File: config.mk
export PLATFORM = sky130hd
export DESIGN_NAME = crc_engine
export DESIGN_NICKNAME = d
export VERILOG_FILES = /design/src/rtl/crc_pkg.sv /design/src/rtl/crc_byte_step.sv /design/src/rtl/crc_engine.sv
export SDC_FILE = /design/constraint.sdc
export NUM_CORES = 1
export LEC_CHECK = 0
export CAP_MARGIN = 30
export CORE_UTILIZATION = 50
export CTS_CLUSTER_DIAMETER = 40
export DETAILED_ROUTE_END_ITERATION = 7
export DONT_BUFFER_PORTS = 1
export GPL_TIMING_DRIVEN = 1
export SLEW_MARGIN = 10
export SYNTH_ARGS = -nofsm -noshare
export SYNTH_HDL_FRONTEND = slang
export SYNTH_HIERARCHICAL = 1
export SYNTH_SLANG_ARGS = --single-unit
File: constraint.sdc
create_clock -name clk -period 13.5 [get_ports clk]
set_input_delay 3.375 -clock clk [delete_from_list [all_inputs] [get_ports clk]]
set_output_delay 3.375 -clock clk [all_outputs]
set_load 0.01 [all_outputs]
File: src/rtl/crc_pkg.sv
// Shared constants, FSM encoding and bit-order helper for the CRC engine.
// Polynomials are given in normal form, right-aligned in 32 bits.
package crc_pkg;

  localparam logic [31:0] CRC32_POLY       = 32'h04C1_1DB7;
  localparam logic [31:0] CRC32C_POLY      = 32'h1EDC_6F41;
  localparam logic [31:0] CRC16_CCITT_POLY = 32'h0000_1021;

  typedef logic [1:0] crc_state_t;

  localparam crc_state_t ST_IDLE  = 2'd0;
  localparam crc_state_t ST_ACCUM = 2'd1;
  localparam crc_state_t ST_DONE  = 2'd2;

  // Reverses the low 'width' bits of value; the result is right-aligned.
  function automatic logic [31:0] bit_reverse(input logic [31:0] value, input int width);
    logic [31:0] result;
    result = '0;
    for (int i = 0; i < 32; i++) begin
      if (i < width) result = {result[30:0], value[i]};
    end
    return result;
  endfunction

endpackage

File: src/rtl/crc_byte_step.sv
// One byte of serial CRC update, unrolled into combinational logic.
// The register is kept in normal (MSB-first) orientation in every mode.
module crc_byte_step
  import crc_pkg::*;
#(
  parameter int          CRC_W      = 32,
  parameter logic [31:0] POLY       = CRC32_POLY,
  parameter bit          REFLECT_IN = 1'b1
) (
  input  logic [CRC_W-1:0] crc_in,
  input  logic [7:0]       data,
  output logic [CRC_W-1:0] crc_out
);

  logic [CRC_W-1:0] crc;
  logic             feedback;

  // NOTE: blocking assignments here model the bit-serial chain inside one
  // combinational evaluation; every variable gets a value first, so no latch.
  always_comb begin
    crc      = crc_in;
    feedback = 1'b0;
    for (int b = 0; b < 8; b++) begin
      feedback = crc[CRC_W-1] ^ (REFLECT_IN ? data[b] : data[7-b]);
      crc      = {crc[CRC_W-2:0], 1'b0} ^ (feedback ? POLY[CRC_W-1:0] : '0);
    end
    crc_out = crc;
  end

endmodule

File: src/rtl/crc_engine.sv
// Streaming CRC engine: one beat of DATA_W bits per clock, result registered
// one cycle after the last beat and held until the consumer takes it.
module crc_engine
  import crc_pkg::*;
#(
  parameter int          CRC_W       = 32,
  parameter logic [31:0] POLY        = CRC32_POLY,
  parameter logic [31:0] INIT        = 32'hFFFF_FFFF,
  parameter logic [31:0] XOR_OUT     = 32'hFFFF_FFFF,
  parameter bit          REFLECT_IN  = 1'b1,
  parameter bit          REFLECT_OUT = 1'b1,
  parameter int          DATA_W      = 32
) (
  input  logic                clk,
  input  logic                resetn,
  input  logic                s_valid,
  output logic                s_ready,
  input  logic [DATA_W-1:0]   s_data,
  input  logic [DATA_W/8-1:0] s_keep,
  input  logic                s_first,
  input  logic                s_last,
  output logic                m_valid,
  input  logic                m_ready,
  output logic [CRC_W-1:0]    m_crc,
  output logic                m_err
);

  localparam int NB = DATA_W / 8;

  crc_state_t       state;
  logic             ready_en;
  logic [CRC_W-1:0] crc_reg;
  logic [CRC_W-1:0] crc_base;
  logic [CRC_W-1:0] crc_next;
  logic [CRC_W-1:0] crc_final;
  logic [31:0]      crc_reflected;
  logic [NB-1:0]    keep_prefix;
  logic [NB-1:0]    byte_en;
  logic             keep_run;
  logic             keep_err;
  logic             beat_acc;
  logic             result_take;

  assign s_ready     = ready_en && (state != ST_DONE);
  assign m_valid     = (state == ST_DONE);
  assign beat_acc    = s_valid && s_ready;
  assign result_take = m_valid && m_ready;

  // Bytes are only honoured up to the first cleared keep bit.
  always_comb begin
    keep_run    = 1'b1;
    keep_prefix = '0;
    for (int i = 0; i < NB; i++) begin
      keep_run       = keep_run & s_keep[i];
      keep_prefix[i] = keep_run;
    end
  end

  assign byte_en  = s_last ? keep_prefix : '1;
  assign keep_err = (s_keep != keep_prefix);
  assign crc_base = ((state == ST_IDLE) || s_first) ? INIT[CRC_W-1:0] : crc_reg;

  for (genvar g = 0; g < NB; g++) begin : g_step
    logic [CRC_W-1:0] crc_in;
    logic [CRC_W-1:0] crc_out;
    logic [CRC_W-1:0] crc_sel;

    if (g == 0) begin : g_head
      assign crc_in = crc_base;
    end else begin : g_link
      assign crc_in = g_step[g-1].crc_sel;
    end

    crc_byte_step #(
      .CRC_W      (CRC_W),
      .POLY       (POLY),
      .REFLECT_IN (REFLECT_IN)
    ) u_step (
      .crc_in  (crc_in),
      .data    (s_data[8*g +: 8]),
      .crc_out (crc_out)
    );

    assign crc_sel = byte_en[g] ? crc_out : crc_in;
  end

  assign crc_next      = g_step[NB-1].crc_sel;
  assign crc_reflected = bit_reverse(32'(crc_next), CRC_W);
  assign crc_final     = (REFLECT_OUT ? crc_reflected[CRC_W-1:0] : crc_next)
                         ^ XOR_OUT[CRC_W-1:0];

  // NOTE: s_ready comes from a flop so it stays low until the first clock
  // edge after reset is released, even though the state is already IDLE.
  always_ff @(posedge clk or negedge resetn) begin
    if (!resetn) begin
      state    <= ST_IDLE;
      ready_en <= 1'b0;
      crc_reg  <= INIT[CRC_W-1:0];
      m_crc    <= '0;
      m_err    <= 1'b0;
    end else begin
      ready_en <= 1'b1;
      case (state)
        ST_IDLE, ST_ACCUM: begin
          if (beat_acc) begin
            crc_reg <= crc_next;
            if (s_last) begin
              state <= ST_DONE;
              m_crc <= crc_final;
              m_err <= keep_err;
            end else begin
              state <= ST_ACCUM;
            end
          end
        end
        ST_DONE: begin
          if (result_take) state <= ST_IDLE;
        end
        default: state <= ST_IDLE;
      endcase
    end
  end

endmodule
After elaboration in Yosys (flattened, before gate mapping)
Index checks and enable logic that the tools add are counted.

Eq/ne operators: 6. Mux-type cells: 42. Bitwise operators: 68. Reductions and logical operators: 9.

Operators by type and width (count): 32-bit bitwise XOR (32); 27-bit two-way mux (32); 32-bit two-way mux (5); 32-bit NOT (1); 1-bit bitwise XOR (32); 2-bit two-way mux (3); 4-bit two-way mux (1); 2-bit inequality test (second input constant) (2); 2-bit case mux with 2 select lines (1); 2-bit AND reduction (2); 1-bit bitwise AND (3); 1-bit logical AND (3); 3-bit inequality test (1); 3-bit AND reduction (1); 2-bit by 1-bit == test with 1-bit output (second input constant) (1); 2-bit == test (second input constant) (1); 2-bit logical NOT (1); 2-bit by 1-bit inequality test with 1-bit output (second input constant) (1); 2-bit OR reduction (1); 1-bit logical OR (1).

Flip-flop bits (word level): 68. Bits of input ports: 42. Output and inout port bits: 35. Logic and storage cells: 130.

Longest topological paths before layout
Gate-level depths: netlist (run 1).

Word-level depth: 104. Mapped depth: 26. Gate-level depth less buffers: 24.

Modules after synthesis
Netlist (run 1), hierarchy kept.

By module, submodules not included: crc_engine (times used 1, cells each 778, area each 5730.5 µm², sequential area each 1741.7 µm²); crc_byte_step (times used 4, cells each 72, area each 798.3 µm², sequential area each 0.0 µm²).

Worst setup path before layout (run 1)
OpenSTA, ideal clock, no wires.

Path type: input to register. Start point: in s_first. End point: reg m_crc[20]. Library setup time: 65 ps. Data arrival time: 8741 ps. Required time: 13435 ps. Setup slack: 4694 ps. Stages on the path: 26. Buffers on the path: 2. Cell sequence: o21bai_2 > buf_6 > clkbuf_1 > or2_2 > xnor2_1 > xnor2_2 > xnor2_1 > xnor2_1 > inv_1 > a21oi_1 > xnor2_2 > xnor2_1 > xnor2_1 > a32o_1 > xnor2_2 > xnor2_4 > xnor2_1 > xnor2_1 > nor2_1 > nor2_1 > xnor2_2 > xor2_1 > xnor3_1 > xor3_1 > a31oi_1 > o21a_1.

Elaborated cells between the ends (all ways): 99. Classes of those cells: 35 x mux; 63 x bitwise; 1 x reduce/logical.

RTL lines: start: declaration (RTL line crc_engine.sv:20) `input logic s_first,`; 1-bit logical OR (RTL line crc_engine.sv:61) `assign crc_base = ((state == ST_IDLE) || s_first) ? INIT[CRC_W-1:0] : crc_reg;`; 32-bit two-way mux (RTL line crc_engine.sv:61); named net crc_base[30] (RTL line crc_engine.sv:33) `logic [CRC_W-1:0] crc_base;`; 32-bit bitwise XOR (RTL line crc_byte_step.sv:25) `crc = {crc[CRC_W-2:0], 1'b0} ^ (feedback ? POLY[CRC_W-1:0] : '0);`; 1-bit bitwise XOR (RTL line crc_byte_step.sv:24) `feedback = crc[CRC_W-1] ^ (REFLECT_IN ? data[b] : data[7-b]);`; 27-bit two-way mux (RTL line crc_byte_step.sv:25); 32-bit bitwise XOR (6 in series) (RTL line crc_byte_step.sv:25); 1-bit bitwise XOR (RTL line crc_byte_step.sv:24); [... 2 more ...]; named net g_step[0].crc_out[26] (RTL line crc_engine.sv:65) `logic [CRC_W-1:0] crc_out;`; [... 1 more ...]; named net g_step[0].crc_sel[26] (RTL line crc_engine.sv:66) `logic [CRC_W-1:0] crc_sel;`; [... 10 more ...]; named net g_step[1].crc_out[25] (RTL line crc_engine.sv:65); [... 1 more ...]; named net g_step[1].crc_sel[25] (RTL line crc_engine.sv:66); [... 10 more ...]; named net g_step[2].crc_out[27] (RTL line crc_engine.sv:65); [... 1 more ...]; named net g_step[2].crc_sel[27] (RTL line crc_engine.sv:66); 32-bit bitwise XOR (4 in series) (RTL line crc_byte_step.sv:25); 1-bit bitwise XOR (RTL line crc_byte_step.sv:24); 27-bit two-way mux (RTL line crc_byte_step.sv:25); 32-bit bitwise XOR (4 in series) (RTL line crc_byte_step.sv:25); named net g_step[3].crc_out[11] (RTL line crc_engine.sv:65); 32-bit two-way mux (RTL line crc_engine.sv:84) `assign crc_sel = byte_en[g] ? crc_out : crc_in;`; 32-bit NOT (no line); end signal: assignment (RTL line crc_engine.sv:109) `m_crc <= crc_final;`; end: declaration (RTL line crc_engine.sv:24) `output logic [CRC_W-1:0] m_crc,`.

The timed path passes the listed nets, and every way through them passes these cells. A chain may end at the register's enable or synchronous reset.

Final worst setup path (run 1)
Start point: in s_first. End point: reg m_crc[26].

Elaborated cells between the ends (all ways): 101. Classes of those cells: 36 x mux; 64 x bitwise; 1 x reduce/logical.

RTL lines (RTL line): 1-bit logical OR (crc_engine.sv:61); 32-bit two-way mux (crc_engine.sv:61); named net crc_base[29] (crc_engine.sv:33); 32-bit bitwise XOR (2 in series) (crc_byte_step.sv:25); 1-bit bitwise XOR (crc_byte_step.sv:24); 27-bit two-way mux (crc_byte_step.sv:25); 32-bit bitwise XOR (6 in series) (crc_byte_step.sv:25); named net g_step[0].crc_out[27] (crc_engine.sv:65); [... 1 more ...]; named net g_step[0].crc_sel[27] (crc_engine.sv:66); [... 10 more ...]; named net g_step[1].crc_out[25] (crc_engine.sv:65); [... 1 more ...]; named net g_step[1].crc_sel[25] (crc_engine.sv:66); [... 10 more ...]; named net g_step[2].crc_out[24] (crc_engine.sv:65); [... 1 more ...]; named net g_step[2].crc_sel[24] (crc_engine.sv:66); 32-bit bitwise XOR (7 in series) (crc_byte_step.sv:25); 1-bit bitwise XOR (crc_byte_step.sv:24); 27-bit two-way mux (crc_byte_step.sv:25); 32-bit bitwise XOR (crc_byte_step.sv:25); named net g_step[3].crc_out[5] (crc_engine.sv:65); 32-bit two-way mux (crc_engine.sv:84); 32-bit NOT (no line).

The timed path passes the listed nets, and every way through them passes these cells.

==> qor.txt, run 1 <==
status: complete, no violations
Final period util: 72.6%
Post-synth EDFFs: 0
antenna fix cells: 0
CTS buffer count: 9
hold path startpoint: state[1]
NumNets Final: 1048
Max Fanout on Critical Path: 64
Iteration-0 DRC Markers: 869
Reg-to-Reg End: m_crc[26]
crit path launch type: input port
sequential cell area fraction in the yosys report: 19.5%
Least-Margin Pin Slew: 0.924 ns
Critical Path Max Stage Delay: 0.58 ns
Final ANT Viol Nets: 0
wire length per cell: 24.2 µm
# H-tree levels: 3
FFs w/ async S/R, synth: 100%
FF-to-FF path depth: 25
Initial DRT Pass Iterations: 5
Post-synth top flop: dfrtp_1
Synth Warn #: 6
Reg clk slew, reported paths: 0.06 ns
CTS root buffer: clkbuf_16
slew margin rel.: 38.3%
Tmin final: 9.81 ns
Slew Viols, Final: 0
setup repair after global routing missed its margin: false
Placed Cells: 1219
Fmax: 102 MHz
cell mode on critical path: xnor2_1
Placer Congestion: 0.954
pin count of the biggest net entering global routing: 103
post-CTS setup repair buffer count: 0
DRC: 0
clk_lat worst skew: 0.33 ns
Hold Vio Cnt, Final: 0
wirelength, routed: 29.9 mm
most common cell in the netlist: xnor2_1
Synth Instances: 1066
Hold Path Sink: state[0]
post-synthesis register bit count: 68
CTS max path bufs: 2
clk_skew: 0.00676 ns
Final HPWL DP: 21.9 mm
Final Setup Violations: 0
share of layout cells above drive strength 1: 14.9%
CP max-delay cell: xnor2_2
Post-synth top cells: xnor2_1 (168), nor2_1 (130), a31oi_1 (87)
hold_ws: 0.526 ns
delay-heaviest family, CP: XOR/XNOR gates
io pins: 77
TNS Setup: 0 ns
CTS Hold Buffers Added: 0
Setup CP Type: in -> reg
WP depth: 25
first-pass GRT wire length: 45.2 mm
most area-hungry cell type in the Yosys netlist: xnor2_1
Mapped Area: 8920 µm²
buffers plus inverters on the worst setup path: 2
Syn Nets: 1108
gr ovfl total: 0
I/O Buffers: 0
Die X: 136 µm
largest cells by area after synthesis: xnor2_1 (16%), dfrtp_1 (10%), dfstp_2 (9.4%)
Arr. time, crit path: 10.03 ns
R2R setup slack: 6.40 ns
core area: 17400 µm²
DR vias: 7696
worst r2r src: state[1]
Vias/cell: 6.23
max_cap viols: 0
post-CTS sizing: 0
Num Clock Sinks: 68
initial antenna violation count: 0
Hold WC Path Type: reg -> reg
Yosys cell types: 40
area delta synth->final: 3.39%
Vert. Die Dim: 136 µm
CP endpoint kind: flop
CTS tree: done
GRT Total Usage: 33.4%
layout filler cell count: 1670
number of global-route vias before repair: 7197
Synth top area share: 16.5%
# rows: 48
die area: 18400 µm²
Crit path required time: 13.72 ns
Worst Hold Depth: 1
non-filler cells, final: 1236
initial core utilization: 51.4%
Post-Syn Area per Cell: 8.37 µm²
-- logic make-up (layout without fill, tap and decap cells) --
kind of cell	Yosys count	in the layout	synth area share [%]
compound gates	327	327	25.0
xor+xnor	280	280	35.3
buf+inv	153	98	7.19
flops	68	68	19.5
other cells	1	1	0.0420
simple gates	237	237	13.0
-- metal layers --
layer	global-route usage [%]	share of wire [%]	routed length, µm	vias up
met3	6.96	9.9	2980	37
met1	49.6	45	13400	3688
met4	9.93	2.3	681	0
met5	0	0	0	-
li1	-	-	-	3584
met2	48.0	43	12800	387
-- through the flow --
| stage | worst slack (ns) | util (%) | instance area, µm² |
|---|---|---|---|
| CTS | 3.85 | 53.0 | 9200 |
| detailed placement | 3.53 | 51.4 | 8920 |
| global route | 3.33 | 53.2 | 9230 |
| finish | 3.69 | 53.2 | 9230 |
| global placement | 3.44 | 51.4 | 8920 |
| floorplan | 4.69 | - | 8920 |
-- worst max path at each step --
stage | start | end | slack, ns
6_report | s_first | m_crc[26] | 3.69
5_1_grt | s_first | m_crc[27] | 3.33
4_1_cts | s_first | m_crc[27] | 3.85
3_5_place_dp | s_first | m_crc[27] | 3.53
3_3_place_gp | s_first | m_crc[27] | 3.44
2_1_floorplan | s_first | m_crc[20] | 4.69
-- layout make-up --
cell class / instances / area, µm² / share of cell area [%]
clock buffer: 10 / 239 / 2.59
clock inverter: 6 / 38.8 / 0.420
inverter: 71 / 267 / 2.89
multi-input combinational: 845 / 6560 / 71.1
sequential: 68 / 1740 / 18.9
tap: 225 / 282 / 3.05
timing repair buffer: 11 / 103 / 1.11
-- cells in the final DEF (no fill, tap or decap), types with 2 or more instances in the layout --
| master | synthesis | routed |
|---|---|---|
| clkinv_2 | 0 | 3 |
| or2_2 | 32 | 32 |
| xnor2_2 | 32 | 32 |
| dfstp_2 | 32 | 32 |
| clkinvlp_4 | 0 | 2 |
| dfrtp_1 | 36 | 36 |
| xor2_1 | 52 | 52 |
| clkbuf_16 | 0 | 9 |
| o21a_1 | 32 | 32 |
| o211ai_1 | 64 | 64 |
| a31oi_2 | 9 | 9 |
| nand2_1 | 3 | 3 |
| nor2b_1 | 32 | 32 |
| inv_1 | 71 | 71 |
| o21ai_0 | 48 | 48 |
| a32o_1 | 32 | 32 |
| xnor2_4 | 12 | 12 |
| o21ai_1 | 16 | 16 |
| nor2_1 | 130 | 129 |
| or3_1 | 32 | 32 |
| a21oi_1 | 35 | 35 |
| buf_4 | 6 | 10 |
| xnor3_1 | 8 | 8 |
| xnor2_1 | 168 | 168 |
| xor3_1 | 8 | 8 |
| a31oi_1 | 87 | 87 |
Power of run 1 is not shown: default switching activity piles up to over one toggle a cycle in this logic, so the estimate is an artifact.
==> run 2, diff against run 1 <==
==> constraint.sdc (replaced) <==
create_clock -name clk -period 9.7 [get_ports clk]
set_input_delay 2.425 -clock clk [delete_from_list [all_inputs] [get_ports clk]]
set_output_delay 2.425 -clock clk [all_outputs]
set_load 0.01 [all_outputs]
==> qor.txt, run 2 (same netlist as run 1, synthesis figures left out) <==
status: complete, no violations
hold_ws: 0.520 ns (-0.00563 ns)
layout filler cell count: 1681 (+0.66%)
Fmax: 113 MHz
initial core utilization: 51.4% (unchanged)
pin count of the biggest net entering global routing: 103 (unchanged)
# rows: 48 (unchanged)
CTS Hold Buffers Added: 0 (unchanged)
share of layout cells above drive strength 1: 15.3% (+0.32 points)
Arr. time, crit path: 9.05 ns (-0.98 ns)
worst r2r src: state[1]
Setup CP Type: in -> reg
antenna fix cells: 0 (unchanged)
die area: 18400 µm² (unchanged)
Final Setup Violations: 0 (unchanged)
crit path launch type: input port
io pins: 77 (unchanged)
Slew Viols, Final: 0 (unchanged)
Die X: 136 µm (unchanged)
Crit path required time: 9.93 ns (-3.79 ns)
R2R setup slack: 2.54 ns (-3.86 ns)
hold path startpoint: state[1]
Final ANT Viol Nets: 0 (unchanged)
DRC: 0 (unchanged)
wirelength, routed: 30.5 mm (+2.0%)
DR vias: 7762 (+0.86%)
clk_skew: 0.00936 ns (+0.00260 ns)
Iteration-0 DRC Markers: 930 (+7.0%)
setup repair after global routing missed its margin: false
CTS buffer count: 9 (unchanged)
Worst Hold Depth: 1 (unchanged)
Reg clk slew, reported paths: 0.06 ns (about the same)
most frequent cells in the layout: xnor2_1 (168), nor2_1 (129), a31oi_1 (87)
max_cap viols: 0 (unchanged)
Hold Path Sink: state[0]
Num Clock Sinks: 68 (unchanged)
area delta synth->final: 4.11%
FF-to-FF path depth: 25 (unchanged)
CP endpoint kind: flop
Placer Congestion: 0.933 (-2.2%)
clk_lat worst skew: 0.34 ns (about the same)
number of global-route vias before repair: 7264 (+0.93%)
initial antenna violation count: 1 (+1)
Reg-to-Reg End: m_crc[26]
Vias/cell: 6.25 (+0.45%)
Initial DRT Pass Iterations: 5 (unchanged)
Tmin final: 8.82 ns
GRT Total Usage: 34.2% (+0.75 points)
TNS Setup: 0 ns (unchanged)
Final HPWL DP: 22.6 mm (+3.1%)
core area: 17400 µm² (unchanged)
Vert. Die Dim: 136 µm (unchanged)
first-pass GRT wire length: 46.3 mm (+2.6%)
Hold Vio Cnt, Final: 0 (unchanged)
# H-tree levels: 3 (unchanged)
slew margin rel.: 36.3% (-1.9 points)
Hold WC Path Type: reg -> reg
I/O Buffers: 0 (unchanged)
post-CTS sizing: 0 (unchanged)
Least-Margin Pin Slew: 0.953 ns (+0.0288 ns)
post-CTS setup repair buffer count: 0 (unchanged)
CTS max path bufs: 2 (unchanged)
CTS tree: done
Final period util: 90.9%
gr ovfl total: 0 (unchanged)
most common cell after layout, fill and taps aside: xnor2_1
wire length per cell: 24.6 µm (+1.6%)
CTS root buffer: clkbuf_16
Max Fanout on Critical Path: 20 (-69%)
NumNets Final: 1053 (+0.48%)
[run 2: changes by cell type in the layout (fill, tap and decap cells not counted), sizes merged]
cell	change
bufinv	+1
clkbuf	+2
inv	-1
buf	+5
clkinv	-1
clkinvlp	-1
[run 2: worst max-delay path by stage]
stage	start	to	depth (start not counted)
after floorplan	s_first	m_crc[20]	26
after global placement	s_first	m_crc[26]	25
after detailed placement	s_first	m_crc[26]	25
after CTS	s_first	m_crc[26]	25
after global routing	s_first	m_crc[26]	25
final	s_first	m_crc[26]	25
[run 2: worst max-delay path, stage by stage]
cell      delay [ns]
o21bai_2        0.28
buf_4           0.25
or2_2           0.33
xnor2_1         0.21
xnor2_2         0.57
xnor2_1         0.21
xnor2_1         0.14
inv_1           0.12
a21oi_1         0.23
xnor2_2         0.21
xnor2_1         0.49
xnor2_1         0.17
a32o_1          0.26
xnor2_2         0.40
xnor2_4         0.21
xnor2_2         0.35
xnor2_1         0.20
nor2_1          0.08
nor2_1          0.25
xnor2_1         0.22
xnor2_2         0.55
xor2_1          0.38
xor2_1          0.22
a31oi_1         0.10
o21a_1          0.15
[run 2: per-stage QoR]
| step | util [%] | setup WS (ns) | instance area (µm²) | instances |
|---|---|---|---|---|
| finish | 53.5 | 0.881 | 9290 | 1241 |
| global route | 53.5 | 0.536 | 9290 | 1241 |
| CTS | 53.4 | 0.959 | 9260 | 1240 |
| detailed placement | 51.6 | 0.647 | 8960 | 1224 |
| global placement | 51.6 | 0.608 | 8960 | 1224 |
| floorplan | - | 1.84 | 8920 | 1066 |
[run 2: layer usage]
| layer | global-route usage (%) | routed length (µm) | vias up | part of all wire (%) |
|---|---|---|---|---|
| met2 | 48.7 | 13000 | 365 | 43 |
| met4 | 11.8 | 958 | 0 | 3.1 |
| met3 | 6.17 | 2520 | 49 | 8.3 |
| met1 | 50.9 | 14000 | 3771 | 46 |
| met5 | 0 | 0 | - | 0 |
| li1 | - | - | 3577 | - |
[run 2: layout make-up]
cell class | count | area, µm² | area share (%)
clock inverter | 4 | 47.5 | 0.512
sequential | 68 | 1740 | 18.7
clock buffer | 12 | 256 | 2.76
inverter | 71 | 267 | 2.87
multi-input combinational | 845 | 6560 | 70.6
timing repair buffer | 16 | 140 | 1.51
tap | 225 | 282 | 3.03
Power of run 2 is left out for the same reason.
